## config.mk

```make
export PLATFORM = sky130hd
export DESIGN_NAME = alu_exec_unit
export DESIGN_NICKNAME = d
export VERILOG_FILES = /design/src/rtl/alu_pkg.sv /design/src/rtl/alu_exec_unit_seq_multiplier.sv /design/src/rtl/alu_exec_unit.sv
export SDC_FILE = /design/constraint.sdc
export NUM_CORES = 1
export LEC_CHECK = 0
export ABC_CLOCK_PERIOD_IN_PS = 5500
export CAP_MARGIN = 20
export CELL_PAD_IN_SITES_DETAIL_PLACEMENT = 1
export CELL_PAD_IN_SITES_GLOBAL_PLACEMENT = 1
export CORE_MARGIN = 1.5
export CORE_UTILIZATION = 35
export DETAILED_ROUTE_END_ITERATION = 8
export PLACE_DENSITY_LB_ADDON = 0.3
export SETUP_SLACK_MARGIN = 0.05
export SLEW_MARGIN = 0
export SYNTH_ARGS = -nofsm -noshare
export SYNTH_HDL_FRONTEND = slang
export SYNTH_HIERARCHICAL = 1
export SYNTH_SLANG_ARGS = --single-unit
```

## constraint.sdc

```tcl
create_clock -name clk -period 5.5 [get_ports clk]
set_input_delay 0.825 -clock clk [delete_from_list [all_inputs] [get_ports clk]]
set_output_delay 0.825 -clock clk [all_outputs]
set_load 0.05 [all_outputs]
```

## src/rtl/alu_pkg.sv

```systemverilog
// Shared definitions for the ALU execute stage: opcodes, FSM states, flag layout
// and opcode classification helpers.
package alu_pkg;

    localparam logic [3:0] OP_ADD = 4'd0;
    localparam logic [3:0] OP_SUB = 4'd1;
    localparam logic [3:0] OP_AND = 4'd2;
    localparam logic [3:0] OP_OR  = 4'd3;
    localparam logic [3:0] OP_XOR = 4'd4;
    localparam logic [3:0] OP_SHL = 4'd5;
    localparam logic [3:0] OP_SHR = 4'd6;
    localparam logic [3:0] OP_MOV = 4'd7;
    localparam logic [3:0] OP_MUL = 4'd8;
    localparam logic [3:0] OP_CMP = 4'd9;

    typedef enum logic [1:0] {
        ST_IDLE,
        ST_FETCH,
        ST_EXEC,
        ST_WB
    } state_t;

    localparam int FLAG_Z = 3;
    localparam int FLAG_N = 2;
    localparam int FLAG_C = 1;
    localparam int FLAG_V = 0;

    // ADD..MUL write Rx back; CMP and the illegal range do not.
    function automatic logic op_writes(input logic [3:0] op);
        return op <= OP_MUL;
    endfunction

    function automatic logic op_sets_flags(input logic [3:0] op);
        return (op <= OP_SHR) || (op == OP_MUL) || (op == OP_CMP);
    endfunction

endpackage

```

## src/rtl/alu_exec_unit_seq_multiplier.sv

```systemverilog
// Iterative shift-add multiplier, one multiplier bit per clock, LSB first.
// Bit 0 is folded into the load cycle, so done pulses DATA_W cycles after start.
module seq_multiplier #(
    parameter int DATA_W = 8
) (
    input  logic                  clk,
    input  logic                  rst,
    input  logic                  start,
    input  logic [DATA_W-1:0]     a,
    input  logic [DATA_W-1:0]     b,
    output logic                  done,
    output logic [2*DATA_W-1:0]   product
);

    localparam int CNT_W = $clog2(DATA_W);

    logic [2*DATA_W-1:0] mcand;
    logic [DATA_W-1:0]   mplier;
    logic [CNT_W-1:0]    cnt;
    logic                running;

    // NOTE: every register here is assigned with <= so all flops update
    // together on the edge; blocking = would let later lines see new values.
    always_ff @(posedge clk or posedge rst) begin
        if (rst) begin
            mcand   <= '0;
            mplier  <= '0;
            cnt     <= '0;
            running <= 1'b0;
            done    <= 1'b0;
            product <= '0;
        end else begin
            done <= 1'b0;
            if (start && !running) begin
                mcand   <= {{DATA_W{1'b0}}, a} << 1;
                mplier  <= b >> 1;
                product <= b[0] ? {{DATA_W{1'b0}}, a} : '0;
                cnt     <= CNT_W'(1);
                running <= 1'b1;
            end else if (running) begin
                if (mplier[0]) begin
                    product <= product + mcand;
                end
                mcand  <= mcand << 1;
                mplier <= mplier >> 1;
                cnt    <= cnt + CNT_W'(1);
                if (cnt == CNT_W'(DATA_W - 1)) begin
                    running <= 1'b0;
                    done    <= 1'b1;
                end
            end
        end
    end

endmodule

```

## src/rtl/alu_exec_unit.sv

```systemverilog
// Multi-cycle execute stage driving a register bank: fetch Rx/Ry, compute with a
// combinational ALU or the sequential multiplier, write back to Rx, keep {Z,N,C,V}.
module alu_exec_unit
    import alu_pkg::*;
#(
    parameter int DATA_W = 8,
    parameter int SEL_W  = 3
) (
    input  logic              clk,
    input  logic              rst,
    input  logic              in_start,
    input  logic [3:0]        in_opcode,
    input  logic [SEL_W-1:0]  in_rx_sel,
    input  logic [SEL_W-1:0]  in_ry_sel,
    input  logic [DATA_W-1:0] in_rx_data,
    input  logic [DATA_W-1:0] in_ry_data,
    output logic [SEL_W-1:0]  out_rx_selector,
    output logic [SEL_W-1:0]  out_ry_selector,
    output logic [DATA_W-1:0] out_data,
    output logic              out_write_en,
    output logic              out_busy,
    output logic              out_done,
    output logic [3:0]        out_flags
);

    localparam int MSB = DATA_W - 1;

    state_t              state;
    logic [3:0]          opcode;
    logic [DATA_W-1:0]   op_a;
    logic [DATA_W-1:0]   op_b;
    logic [DATA_W-1:0]   alu_res;
    logic [DATA_W:0]     sum;
    logic [DATA_W:0]     diff;
    logic                carry;
    logic                ovf;
    logic [3:0]          flags_cand;
    logic                mul_start;
    logic                mul_done;
    logic [2*DATA_W-1:0] mul_product;

    // The multiplier loads straight from the bank during FETCH so its result
    // is ready in time for write-back in cycle 10.
    assign mul_start = (state == ST_FETCH) && (opcode == OP_MUL);

    seq_multiplier #(.DATA_W(DATA_W)) u_mul (
        .clk     (clk),
        .rst     (rst),
        .start   (mul_start),
        .a       (in_rx_data),
        .b       (in_ry_data),
        .done    (mul_done),
        .product (mul_product)
    );

    // NOTE: every output of this block gets a default before the case, so no
    // opcode path can leave a value unassigned and infer a latch.
    always_comb begin
        sum        = {1'b0, op_a} + {1'b0, op_b};
        diff       = {1'b0, op_a} - {1'b0, op_b};
        alu_res    = '0;
        carry      = 1'b0;
        ovf        = 1'b0;
        case (opcode)
            OP_ADD: begin
                alu_res = sum[MSB:0];
                carry   = sum[DATA_W];
                ovf     = (op_a[MSB] == op_b[MSB]) && (alu_res[MSB] != op_a[MSB]);
            end
            OP_SUB, OP_CMP: begin
                alu_res = diff[MSB:0];
                carry   = diff[DATA_W];
                ovf     = (op_a[MSB] != op_b[MSB]) && (alu_res[MSB] != op_a[MSB]);
            end
            OP_AND: alu_res = op_a & op_b;
            OP_OR:  alu_res = op_a | op_b;
            OP_XOR: alu_res = op_a ^ op_b;
            OP_SHL: begin
                alu_res = {op_a[MSB-1:0], 1'b0};
                carry   = op_a[MSB];
            end
            OP_SHR: begin
                alu_res = {1'b0, op_a[MSB:1]};
                carry   = op_a[0];
            end
            OP_MOV: alu_res = op_b;
            OP_MUL: begin
                alu_res = mul_product[MSB:0];
                carry   = |mul_product[2*DATA_W-1:DATA_W];
            end
            default: alu_res = '0;
        endcase

        flags_cand = out_flags;
        if (op_sets_flags(opcode)) begin
            flags_cand[FLAG_Z] = (alu_res == '0);
            flags_cand[FLAG_N] = alu_res[MSB];
            flags_cand[FLAG_C] = carry;
            flags_cand[FLAG_V] = ovf;
        end
    end

    always_ff @(posedge clk or posedge rst) begin
        if (rst) begin
            state           <= ST_IDLE;
            opcode          <= '0;
            op_a            <= '0;
            op_b            <= '0;
            out_rx_selector <= '0;
            out_ry_selector <= '0;
            out_data        <= '0;
            out_write_en    <= 1'b0;
            out_busy        <= 1'b0;
            out_done        <= 1'b0;
            out_flags       <= '0;
        end else begin
            case (state)
                ST_IDLE: begin
                    if (in_start) begin
                        opcode          <= in_opcode;
                        out_rx_selector <= in_rx_sel;
                        out_ry_selector <= in_ry_sel;
                        out_busy        <= 1'b1;
                        state           <= ST_FETCH;
                    end
                end
                ST_FETCH: begin
                    op_a  <= in_rx_data;
                    op_b  <= in_ry_data;
                    state <= ST_EXEC;
                end
                ST_EXEC: begin
                    if (opcode != OP_MUL || mul_done) begin
                        out_data     <= alu_res;
                        out_write_en <= op_writes(opcode);
                        out_done     <= 1'b1;
                        state        <= ST_WB;
                    end
                end
                ST_WB: begin
                    out_write_en <= 1'b0;
                    out_done     <= 1'b0;
                    out_busy     <= 1'b0;
                    out_flags    <= flags_cand;
                    state        <= ST_IDLE;
                end
                default: state <= ST_IDLE;
            endcase
        end
    end

endmodule

```

==> flow_summary.json <==
{
  "status": "finished, final reports clean",
  "grt_max_degree": 46,
  "vdd_drop_max_mv": 0.2732,
  "ys_seq_area_share_pct": 35.83,
  "drc": 0,
  "grt_pass1_vias": 5200,
  "finalCritPeriodShare_pct": 62.12,
  "slew-limit-headroom_pct": 39.00,
  "synth_area_leaders": "dfrtp_1 36%, ha_1 9.2%, o21ai_0 5.8%, nand2_1 4.5%, a21oi_1 3.5%",
  "cts_sinks": 86,
  "dp.cells": 895,
  "worst_slew_pin_slew_ns": 0.9150,
  "p_total_mw": 4.472,
  "path_clk_slew_ns": 0.07,
  "critPathArrivalTime_ns": 3.65,
  "netlist_top_cells_count": "86 x dfrtp_1, 72 x nand2_1, 69 x o21ai_0",
  "die_y_um": 134.0,
  "synth_cells": 659,
  "die_area_sq_um": 17950,
  "die_w_um": 134.0,
  "synth.distinct_cells": 83,
  "area_growth_pct": 14.71,
  "syn_area_sq_um": 6006,
  "gp_congestion": 0.8828,
  "setup_viol": 0,
  "finalSetupTns_ns": 0,
  "start_util_pct": 35.96,
  "cp.required_ns": 5.73,
  "hold_path.class": "reg -> reg",
  "portBuffers": 49,
  "post_drt_wl_per_cell_um": 18.76,
  "grt_use_total_pct": 19.81,
  "num_vias": 5036,
  "wirelength_um": 17090,
  "crit_type": "reg -> reg",
  "timing.final.ws_setup_ns": 2.084,
  "cts_buffers": 9,
  "p_leak_nw": 2.918,
  "cts-root-buf": "clkbuf_16",
  "synth_flop_cell": "dfrtp_1",
  "cts_tree": "done",
  "fmax_mhz": 292.7,
  "final_nets": 762,
  "period_minus_slack_ns": 3.416,
  "holdBufCountCts": 0,
  "via_per_inst": 5.528,
  "diodes": 0,
  "synth_edf_count": 0,
  "post_cts_buffers": 0,
  "post_cts_resized": 0,
  "worstSkewPairLatency_ns": 0.35,
  "syn_nets": 735,
  "hold_violations": 0,
  "core_sq_um": 16700,
  "fp-row-count": 47,
  "powerDensity_nw_per_um2": 649.1,
  "yosys_warnings": 6,
  "avgSynthCellArea_sq_um": 9.113,
  "first_iter_violations": 274,
  "synthArstFlopShare_pct": 100.0,
  "grt_remaining_overflow": 0,
  "antenna_found_initial": 0,
  "holdWs_ns": 0.4812,
  "end_kind": "register",
  "finClkSkew_ns": 0.01182,
  "drive_gt1_share_pct": 7.670,
  "critPathMaxFanout": 26,
  "finalNonFillerCells": 911,
  "ios": 50,
  "synth_top_area_share_pct": 35.83,
  "startpoint_type": "register",
  "cap_violations": 0,
  "yosysMostFrequentCell": "dfrtp_1",
  "slew_viol_final": 0,
  "ys_ff_latch": 86,
  "post-place-ws_ns": 2.182,
  "grt_setup_unrepaired": "no",
  "postRouteAntennaNets": 0,
  "grt_pass1_wl_um": 28040,
  "hpwl_um": 13140,
  "h-tree-depth": 3,
  "clock_path_buffers": 2,
  "first_pass_iters": 4,
  "yosys.area.top_type": "dfrtp_1"
}
registers in the layout (all words and copies together) (netlist names):
signal           cells
u_mul/product       16
u_mul/mcand         15
op_a                 8
op_b                 8
out_data             8
u_mul/mplier         7
opcode               4
out_flags            4
out_rx_selector      3
out_ry_selector      3
u_mul/cnt            3
state                2
out_busy             1
out_done             1
out_write_en         1
u_mul/done           1
u_mul/running        1
where the power goes:
part	internal (mW)	total (mW)	switching, mW	leakage (nW)
Sequential	0.899	1.19	0.289	1.10
Combinational	1.03	2.70	1.67	1.69
Clock	0.310	0.581	0.270	0.135
Total	2.24	4.47	2.23	2.92
worst max-delay path, stage by stage (launching register included):
cell	delay (ns)
dfrtp_1	0.83
nor4b_2	0.76
and2_1	0.23
buf_4	0.31
nor2b_1	0.45
nor2_1	0.23
a32o_1	0.26
a21oi_1	0.13
nand3b_1	0.10
layout make-up:
type                    count  area, sq um
clock inverters             6        46.29
repair buffers             54        528.0
flip-flops and latches     86         2152
inverters                  36        135.1
multi-input cells         499         3523
clock buffers              10        229.0
well taps                 220        275.3
fillers                  1968         9812
through the flow:
stage          cell area, sq um  util [%]
3_3_place_gp               6614     39.60
6_report                   6889     41.25
3_5_place_dp               6614     39.60
4_1_cts                    6889     41.25
2_1_floorplan              6006         -
5_1_grt                    6889     41.25
logic make-up (layout without fill, tap and decap cells):
kind of cell | after synthesis | in the layout | synth area share (%)
xor+xnor | 8 | 8 | 1.167
simple gates | 212 | 212 | 18.56
buf+inv | 74 | 106 | 5.500
compound gates | 199 | 199 | 22.79
mux | 33 | 33 | 5.979
flops | 86 | 86 | 35.83
fa+ha+maj | 47 | 47 | 10.17
routing by layer:
layer,track usage (%),wire length [um],part of all wire [%]
met1,26.11,8026,47
met2,33.13,8177,48
met3,3.930,518,3.0
met4,5.435,367,2.1
met5,0,0,0
worst paths after layout:
path | startpoint | endpoint | slack (ns) | depth (start not counted)
worst max-delay path | opcode[3]$_DFFE_PP0P_ | u_mul/product[14]$_DFFE_PP0P_ | 2.08 | 8
worst min-delay path | out_flags[2]$_DFFE_PP0P_ | out_flags[2]$_DFFE_PP0P_ | 0.48 | 2
worst max register to register | opcode[3]$_DFFE_PP0P_ | u_mul/product[14]$_DFFE_PP0P_ | 2.08 | 8
worst min register to register | out_flags[2]$_DFFE_PP0P_ | out_flags[2]$_DFFE_PP0P_ | 0.48 | 2
max in group asynchronous | rst | out_flags[3]$_DFFE_PP0P_ | 3.92 | 2
min in group asynchronous | rst | u_mul/mplier[3]$_DFFE_PP0P_ | 0.98 | 3
layout by cell type, fill, tap and decap left out, types with 5 or more instances in the layout:
master            n
dfrtp_1          86
nand3_1          14
ha_1             44
clkbuf_16         9
nor4_1            6
o21ai_0          69
xor2_1            6
buf_4             5
a21o_1            8
and3b_1           7
mux2i_1          19
nand3b_1          5
a21oi_1          42
nor3_1           12
nand2_1          72
a31oi_1           5
a32oi_1           5
o21a_1            5
nand2b_1         15
nor2b_1          11
clkdlybuf4s50_1  49
and2_1            6
a22o_1           12
or3_1             7
o31ai_1           6
inv_1            35
mux2_2           12
nand4_1           5
nor2_1           31
No activity file was read; power rests on OpenSTA's default activity.
==> RTL edit 1 (same flow settings) <==
Re-encode `state_t` (4 states) as Gray code, 2 bits wide.
--- a/src/rtl/alu_pkg.sv
+++ b/src/rtl/alu_pkg.sv
@@ -14,10 +14,10 @@
     localparam logic [3:0] OP_CMP = 4'd9;
 
     typedef enum logic [1:0] {
-        ST_IDLE,
-        ST_FETCH,
-        ST_EXEC,
-        ST_WB
+        ST_IDLE  = 2'b00,
+        ST_FETCH = 2'b01,
+        ST_EXEC  = 2'b11,
+        ST_WB    = 2'b10
     } state_t;
 
     localparam int FLAG_Z = 3;
Function: same outputs for any inputs over 4 cycles, from zero or initial values and one cycle with rst high; so few cycles prove little.
==> RTL edit 1 against the original RTL <==
Maximum frequency rose by 3.3%. Total power rose by 0.17%. Synthesized area fell by 3.2%. Core utilization rose by 0.92 points. Highest routed layer unchanged. Critical path type unchanged. Cell count fell by 3.6%. Worst setup slack improved by 110 ps. Routed wire length fell by 1.8%. Largest cell class unchanged. Critical path depth rose by 1. Final area fell by 1.7%. Hold slack improved by 6.4 ps. Sequential cell count did not move.
==> RTL edit 1: results <==
{
  "vdd_drop_max_mv": 0.219,
  "synth_compound_area_share_pct": 22.4,
  "post-place-cells": 859,
  "port_buffers": 49,
  "synth-seq-area-share_pct": 37.0,
  "clock_latency_ps": 350,
  "drive_gt1_share_pct": 8.46,
  "grt_pass1_wl_um": 27800,
  "max_stage_delay_ps": 810,
  "place.gp.congestion": 0.831,
  "hpwlAfterDp_um": 12900,
  "fillers": 1849,
  "clk_pin_slew_ps": 70,
  "reg.largest.list": "u_mul/product x16, u_mul/mcand x15",
  "maxSlewHeadroom_pct": 38.4,
  "wl_per_cell_um": 19.1,
  "fin_skew_ps": 10.9,
  "postSynth.asyncResetShare_pct": 100,
  "grt_pass1_vias": 5117,
  "slowest_stage": "dfrtp_1",
  "hold_path_class": "flip-flop to flip-flop",
  "antenna_found_initial": 0,
  "syn_area_per_cell_um2": 9.30,
  "ys_warn_count": 6,
  "status": "complete, no violations",
  "synth_fa_ha_area_share_pct": 9.64,
  "synth.area.top_cells": "dfrtp_1 37%, ha_1 8.6%, o21ai_0 5.2%",
  "synth_commonest_cells": "86 x dfrtp_1, 61 x nand2_1, 60 x o21ai_0",
  "pwr-share-seq_pct": 27.2,
  "dr.first_iter.drc_count": 302,
  "grt_max_degree": 47,
  "finalNetCount": 729,
  "grt_usage_pct": 20.1,
  "drtPass1Iterations": 4,
  "crit_fanout": 25,
  "synth-xor-area-share_pct": 1.81,
  "placed_cell_area_um2": 6420,
  "cts_buffer_depth": 2,
  "critPathArrivalTime_ps": 3540,
  "synth.distinct_cells": 79,
  "p_sw_mw": 2.19,
  "leakage_nw": 2.86,
  "synthMuxAreaShare_pct": 7.21,
  "syn-num-nets": 697,
  "vias": 4814,
  "viasPerCell": 5.48
}
[RTL edit 1: cell families after synthesis]
kind of cell | Yosys count
compound gates | 195
fa+ha+maj | 43
mux | 39
xor+xnor | 12
buf+inv | 73
simple gates | 177
flops | 86
[RTL edit 1: worst max-delay path, delay by kind of cell, from the launching register on]
kind	cells	cell delay, ps
compound gates	2	370
simple gates	5	1500
buf+inv	2	480
flops	1	810
[RTL edit 1: power by group through the flow]
stage               clock network, mW  registers [mW]  logic, mW
global placement                    0            1.23       2.52
CTS                             0.608            1.25       2.61
floorplan                           0            1.34       1.77
global route                    0.629            1.26       2.96
finish                          0.585            1.22       2.68
detailed placement                  0            1.26       2.60
[RTL edit 1: final cells by class]
type                       count  area [um^2]  share of cell area [%]
tap                          216          270                    3.99
multi-input combinational    466         3330                    49.2
sequential                    86         2150                    31.8
clock buffer                  12          256                    3.79
inverter                      36          135                    2.00
timing repair buffer          58          596                    8.80
clock inverter                 4         30.0                   0.443
[RTL edit 1: final timing paths]
check,to,startpoint,cells past startpoint,slack [ps]
worst max register to register,u_mul/product[14]$_DFFE_PP0P_,opcode[3]$_DFFE_PP0P_,9,2190
max in group asynchronous,op_a[2]$_DFFE_PP0P_,rst,3,4140
worst min register to register,state[0]$_DFFE_PP0P_,u_mul/done$_DFF_PP0_,1,490
worst max-delay path,u_mul/product[14]$_DFFE_PP0P_,opcode[3]$_DFFE_PP0P_,9,2190
worst min-delay path,state[0]$_DFFE_PP0P_,u_mul/done$_DFF_PP0_,1,490
min in group asynchronous,u_mul/mcand[15]$_DFFE_PP0P_,rst,3,960
[RTL edit 1: metal layers]
layer | up-vias | part of all wire, % | GRT usage, %
met2 | 63 | 49 | 33.9
met5 | - | 0 | 0
li1 | 2334 | - | -
met3 | 21 | 3.2 | 3.38
met4 | 0 | 1.7 | 5.56
met1 | 2396 | 46 | 26.7
[RTL edit 1: stage by stage]
stage / hold WS [ps] / worst slack, ps / utilization, %
after floorplan: 439 / 3230 / -
after global placement: 463 / 2380 / 40.0
after detailed placement: 472 / 2270 / 40.0
after CTS: 487 / 2250 / 41.8
after global routing: 504 / 1970 / 42.2
final: 488 / 2190 / 42.2
==> RTL edit 2 (config.mk and constraints unchanged) <==
Made on the original files. The parameter `SEL_W` goes from 3 to 2.
--- a/src/rtl/alu_exec_unit.sv
+++ b/src/rtl/alu_exec_unit.sv
@@ -4,7 +4,7 @@
     import alu_pkg::*;
 #(
     parameter int DATA_W = 8,
-    parameter int SEL_W  = 3
+    parameter int SEL_W  = 2
 ) (
     input  logic              clk,
     input  logic              rst,
Ports: changed (resized in_rx_sel, in_ry_sel, out_rx_selector and out_ry_selector); port bits go from 50 to 46. No check against the original RTL was run, so the function may have changed too.
==> RTL edit 2 against the original RTL <==
Critical path depth decreased by 1. Final area decreased by 2.9%. Largest power group unchanged. Critical path type unchanged. Synthesized area decreased by 3.4%. Routed wire length increased by 6.5%. Worst setup slack improved by 79 ps. Cell count decreased by 1.9%. Total power increased by 0.77%. Clock skew decreased by 3.2 ps. Die area decreased by 3.3%. Sequential cell count decreased by 2. Core utilization increased by 0.42 points.
==> RTL edit 2: results <==
{
  "synthToLayoutAreaGrowth_pct": 15.4,
  "cts_sinks": 84,
  "dp_slack_ps": 2340,
  "place.gp.congestion": 0.904,
  "fin_skew_ps": 8.65,
  "crit_fanout": 32,
  "multi_input_cells": 487,
  "syn_area_per_cell_um2": 8.95,
  "hpwlAfterDp_um": 13900,
  "hold_path_end": "out_data[3]$_DFFE_PP0P_",
  "finalNetCount": 747,
  "post-place-cells": 878,
  "wl_met2_um": 8670,
  "pwr-share-seq_pct": 27.5,
  "grt_pass1_wl_um": 29800,
  "gr-usage-met3_pct": 3.04,
  "grt_max_degree": 47,
  "p_clk_uw": 622,
  "synth.distinct_cells": 71,
  "synth_commonest_cells": "84 x dfrtp_1, 72 x o21ai_0, 63 x nand2_1",
  "slowest_stage": "nor4b_1",
  "timing.rr.start": "opcode[1]$_DFFE_PP0P_",
  "nonClkBufAreaFrac_pct": 7.18,
  "critPathArrivalTime_ps": 3560,
  "synth-seq-area-share_pct": 36.2,
  "syn-num-nets": 722,
  "met2_usage_pct": 35.3,
  "whs_ps": 478,
  "status": "complete, no violations",
  "dr.first_iter.drc_count": 313,
  "fillers": 1860,
  "wirelength_um": 18200
}
## RTL edit 2: how the worst max path moves through the flow
stage,startpoint,to,slack [ps],cells after the start
6_report,opcode[1]$_DFFE_PP0P_,u_mul/product[14]$_DFFE_PP0P_,2160,7
5_1_grt,opcode[1]$_DFFE_PP0P_,u_mul/product[14]$_DFFE_PP0P_,2010,7
4_1_cts,opcode[1]$_DFFE_PP0P_,u_mul/product[14]$_DFFE_PP0P_,2290,7
3_5_place_dp,opcode[1]$_DFFE_PP0P_,u_mul/product[14]$_DFFE_PP0P_,2340,7
3_3_place_gp,opcode[1]$_DFFE_PP0P_,u_mul/product[14]$_DFFE_PP0P_,2520,7
2_1_floorplan,opcode[0]$_DFFE_PP0P_,u_mul/product[14]$_DFFE_PP0P_,3140,9
## RTL edit 2: cell families after synthesis
family          count (synthesis)  share of synthesized area (%)
xor+xnor                       11                           1.66
mux                            37                           7.10
buf+inv                        77                           5.52
fa+ha+maj                      47                           10.5
flops                          84                           36.2
simple gates                  188                           15.9
compound gates                204                           23.1
